`src/rtl/pipe_hazard_ctrl.sv`:
```
// Hazard sequencer for the 5-stage pipe: load-use stalls, branch flushes, memory waits.
// Define PERF_CNT_EN to add saturating stall_cnt/flush_cnt performance counters.
module pipe_hazard_ctrl #(
  parameter int REG_W           = 5,
  parameter int LU_STALL_CYCLES = 1,
  parameter int FLUSH_CYCLES    = 1,
  parameter int CNT_W           = 16
) (
  input  logic             clk,
  input  logic             rst,
  input  logic [REG_W-1:0] id_rs,
  input  logic [REG_W-1:0] id_rt,
  input  logic             id_uses_rt,
  input  logic             ex_mem_read,
  input  logic [REG_W-1:0] ex_rt,
  input  logic             branch_taken,
  input  logic             mem_busy,
  output logic             pc_we,
  output logic             ifid_we,
  output logic             ifid_flush,
  output logic             idex_bubble,
  output logic             pipe_hold,
  output logic [1:0]       state
`ifdef PERF_CNT_EN
  ,
  output logic [CNT_W-1:0] stall_cnt,
  output logic [CNT_W-1:0] flush_cnt
`endif
);

  localparam int MAXC = (LU_STALL_CYCLES > FLUSH_CYCLES) ?
                        LU_STALL_CYCLES : FLUSH_CYCLES;
  localparam int CW   = (MAXC > 1) ? $clog2(MAXC + 1) : 1;

  typedef enum logic [1:0] {
    RUN      = 2'd0,
    LU_STALL = 2'd1,
    FLUSH    = 2'd2,
    MEM_WAIT = 2'd3
  } st_e;

  st_e           st, st_nx;
  logic [CW-1:0] cnt, cnt_nx;
  logic          lu;
  logic          lu_bub;

  assign lu = ex_mem_read && (ex_rt != '0) &&
              ((ex_rt == id_rs) || (id_uses_rt && (ex_rt == id_rt)));

  assign state = st;

  always_comb begin
    pc_we       = 1'b1;
    ifid_we     = 1'b1;
    ifid_flush  = 1'b0;
    idex_bubble = 1'b0;
    pipe_hold   = 1'b0;
    lu_bub      = 1'b0;
    st_nx       = st;
    cnt_nx      = cnt;
    if (mem_busy) begin
      pc_we     = 1'b0;
      ifid_we   = 1'b0;
      pipe_hold = 1'b1;
      st_nx     = MEM_WAIT;
      cnt_nx    = '0;
    end else if (branch_taken) begin
      // A taken branch also abandons any load-use stall in progress
      ifid_flush  = 1'b1;
      idex_bubble = 1'b1;
      if (FLUSH_CYCLES > 1) begin
        st_nx  = FLUSH;
        cnt_nx = CW'(FLUSH_CYCLES - 1);
      end else begin
        st_nx  = RUN;
        cnt_nx = '0;
      end
    end else begin
      unique case (st)
        LU_STALL: begin
          pc_we       = 1'b0;
          ifid_we     = 1'b0;
          idex_bubble = 1'b1;
          lu_bub      = 1'b1;
          if (cnt == CW'(1)) begin
            st_nx  = RUN;
            cnt_nx = '0;
          end else begin
            cnt_nx = cnt - CW'(1);
          end
        end
        FLUSH: begin
          ifid_flush  = 1'b1;
          idex_bubble = 1'b1;
          if (cnt == CW'(1)) begin
            st_nx  = RUN;
            cnt_nx = '0;
          end else begin
            cnt_nx = cnt - CW'(1);
          end
        end
        default: begin
          // RUN, and MEM_WAIT once memory is ready again
          st_nx  = RUN;
          cnt_nx = '0;
          if (lu) begin
            pc_we       = 1'b0;
            ifid_we     = 1'b0;
            idex_bubble = 1'b1;
            lu_bub      = 1'b1;
            if (LU_STALL_CYCLES > 1) begin
              st_nx  = LU_STALL;
              cnt_nx = CW'(LU_STALL_CYCLES - 1);
            end
          end
        end
      endcase
    end
    if (rst) begin
      pc_we       = 1'b0;
      ifid_we     = 1'b0;
      ifid_flush  = 1'b1;
      idex_bubble = 1'b1;
      pipe_hold   = 1'b0;
      lu_bub      = 1'b0;
    end
  end

  always_ff @(posedge clk) begin
    if (rst) begin
      st  <= RUN;
      cnt <= '0;
    end else begin
      st  <= st_nx;
      cnt <= cnt_nx;
    end
  end

`ifdef PERF_CNT_EN
  always_ff @(posedge clk) begin
    if (rst) begin
      stall_cnt <= '0;
      flush_cnt <= '0;
    end else begin
      if (lu_bub && !(&stall_cnt))
        stall_cnt <= stall_cnt + CNT_W'(1);
      if (ifid_flush && !(&flush_cnt))
        flush_cnt <= flush_cnt + CNT_W'(1);
    end
  end
`else
  logic unused_ok;
  assign unused_ok = lu_bub;
`endif

endmodule

```
`config.mk`:
```
export PLATFORM = sky130hd
export DESIGN_NAME = pipe_hazard_ctrl
export DESIGN_NICKNAME = d
export VERILOG_FILES = /design/src/rtl/pipe_hazard_ctrl.sv
export SDC_FILE = /design/constraint.sdc
export NUM_CORES = 1
export LEC_CHECK = 0
export BUFFER_PORTS_ARGS = -buffer_cell sky130_fd_sc_hd__buf_2
export CAP_MARGIN = 10
export CORE_AREA = 4 4 41 43
export CTS_BUF_LIST = sky130_fd_sc_hd__clkbuf_4
export DETAILED_ROUTE_END_ITERATION = 16
export DIE_AREA = 0 0 45 47
export PLACE_DENSITY_LB_ADDON = 0.15
export SKIP_LAST_GASP = 1
export SYNTH_ARGS = -nofsm -noshare
export SYNTH_HDL_FRONTEND = slang
export SYNTH_SLANG_ARGS = --single-unit
```
`constraint.sdc`:
```
create_clock -name clk -period 1.8 [get_ports clk]
set_clock_uncertainty 0.05 [all_clocks]
set_input_delay 0.45 -clock clk [delete_from_list [all_inputs] [get_ports clk]]
set_output_delay 0.45 -clock clk [all_outputs]
set_load 0.02 [all_outputs]
```
==> impl_metrics.csv <==
group,metric,value,unit
setup_path,worstSetupEndpointType,"primary output",
final_layout,nets,79,
final_layout,nFillCells,148,
final_layout,largest_register_ffs,1,
final_layout,diodes,0,
synth,netlist_instances,27,
floorplan,fp-row-count,13,
min_path,hold_path_class,"input pin to register",
sta,finalCriticalPeriod,2.10,ns
grt,grt_pass1_wl,938,um
synth,avgSynthCellArea,7.60,um^2
flow_run,cap_violations,0,
sta,report.final.slew_viol_count,0,
final_layout,drive_above_1_share,0.607,
setup_path,cp-start-kind,"input pin",
floorplan,core,1300,um^2
sta,timing.final.ws_setup,-0.297,ns
floorplan,die_area,2120,um^2
sta,relSlewSlack,0.854,
grt,grt-ovfl-total,0,
synth,synth_cell_types,14,
floorplan,die_w,45,um
route,via_count,288,
power,ir_drop,0.0808,mV
cts,cts-hold-fix-buffers,0,
power,cellPowerDensity,286,nW/um^2
sta,hold_viol,0,
power,p_switching,0.0000452,W
power,p_int,0.0000740,W
final_layout,final_cell_area,417,um^2
place,gp_congestion,0.607,
synth,synth-main-ff-cell,"dfxtp_1",
run_status,violations,"negative setup slack",
min_path,hold_start,"rst",
setup_path,critical_path_class,"input pin to primary output",
final_layout,fin_util,0.320,
synth,syn_nets,48,
place,port_buffers,27,
place,hpwl,565,um
sta,whs,0.603,ns
synth,netlist_area,205,um^2
floorplan,io_pins,28,
synth,yosysWarnings,0,
setup_path,crit_fanout,2,
floorplan,chipHeight,47,um
place,placed_cell_area,374,um^2
sta,finalCritPeriodShare,1.17,
sta,fmax,0.477,GHz
power,sequentialPowerShare,0.203,
route,postRouteAntennaNets,0,
run_status,status,"finished, violations left",
power,clkPwrFrac,0,
route,viasPerCell,4.06,
route,drt-total-wl,595,um
power,p_leak,0.216,nW
floorplan,start_util,0.158,
power,swShare,0.379,
synth,synth-seq-cells,1,
grt,grt_max_degree,5,
grt,antenna_found_initial,0,
route,drtIter0Drc,0,
cts,post-cts-setup-buffers,0,
final_layout,area_delta_synth_final,103,%
min_path,whs_path_depth,2,
grt,grt_util_all_layers,0.0551,
synth,synth_edf_count,0,
route,firstDrtPassIters,1,
sta,rsz0062_at_grt,"yes",
setup_path,crit_arrival,1.60,ns
cts,path_clk_slew,0,ns
sta,tightest_slew,0.218,ns
synth,ys_seq_area_frac,0.0976,
setup_path,crit_required,1.30,ns
grt,grt_pass1_vias,263,
synth,synthArstFlopShare,0,
route,remaining_drc_errors,0,
sta,finalSetupViolations,3,
route,wl_per_cell,8.38,um
power,combPwrFrac,0.797,
min_path,min_to,"state[0]",
-- worst max-delay path: stages --
cell	delay [ns]
buf_6	0.09
xor2_1	0.15
nor4_2	0.26
a32oi_1	0.15
o31a_1	0.35
buf_6	0.14
-- cell families after synthesis --
group,synth area share
compound gates,0.171
flops,0.0976
buf+inv,0.110
xor+xnor,0.427
simple gates,0.195
-- final cells by class --
type                       instances  area [um^2]  area share
inverter                           2         7.51      0.0180
timing repair buffer              31          196       0.471
multi-input combinational         22          174       0.417
sequential                         1         20.0      0.0480
tap                               15         18.8      0.0450
-- metal layers --
layer,GRT usage,vias up,part of all wire
met5,0,-,0
met4,0,0,0
met3,0.00766,0,0.20
met2,0.0989,22,0.41
met1,0.0743,118,0.38
li1,-,148,-
-- cells in the mapped netlist, types with 2 or more instances --
master | count | area share
xor2_1 | 9 | 0.38
inv_1 | 2 | 0.037
nor2_1 | 4 | 0.073
buf_4 | 2 | 0.073
-- cells in the final DEF, fill, tap and decap left out --
cell type / synthesis / routed
nor2_1: 4 / 4
xor2_2: 0 / 1
nor4_2: 1 / 1
buf_4: 2 / 4
a21oi_1: 1 / 1
a32oi_1: 1 / 1
nor3_1: 1 / 1
o31a_1: 1 / 1
xor2_1: 9 / 8
or4_1: 1 / 1
inv_1: 2 / 2
o31ai_1: 1 / 1
buf_2: 0 / 22
o21ai_2: 0 / 1
dfxtp_1: 1 / 1
buf_6: 0 / 5
xnor2_1: 1 / 1
-- stage by stage --
step           TNS (ns)  total power [W]  worst slack [ns]  cells
2_1_floorplan    -0.627        0.0000680            -0.278     27
3_3_place_gp     -0.902         0.000112            -0.312     71
3_5_place_dp     -0.943         0.000110            -0.328     71
4_1_cts          -0.885         0.000117            -0.316     71
5_1_grt          -0.962         0.000129            -0.335     71
6_report         -0.838         0.000119            -0.297     71
-- timing repair --
action | CTS | global route
cloned | 0 | 0
endpoints found under the setup margin | 3 | 3
resized for setup | 7 | 3
pin swaps | 6 | 1
-- power by group through the flow --
stage	Combinational (W)	Sequential (W)	Clock, W
3_3_place_gp	0.0000876	0.0000242	0
4_1_cts	0.0000933	0.0000242	0
2_1_floorplan	0.0000421	0.0000259	0
6_report	0.0000950	0.0000242	0
3_5_place_dp	0.0000861	0.0000242	0
5_1_grt	0.000104	0.0000243	0
-- worst max path at each step --
stage,from,endpoint,cells past startpoint
floorplan,ex_rt[3],idex_bubble,4
global placement,ex_rt[1],pc_we,5
detailed placement,ex_rt[3],ifid_we,6
CTS,id_rt[2],ifid_we,6
global route,ex_rt[1],pc_we,6
finish,id_rt[2],ifid_we,6
Power figures use the tool's default switching activity.
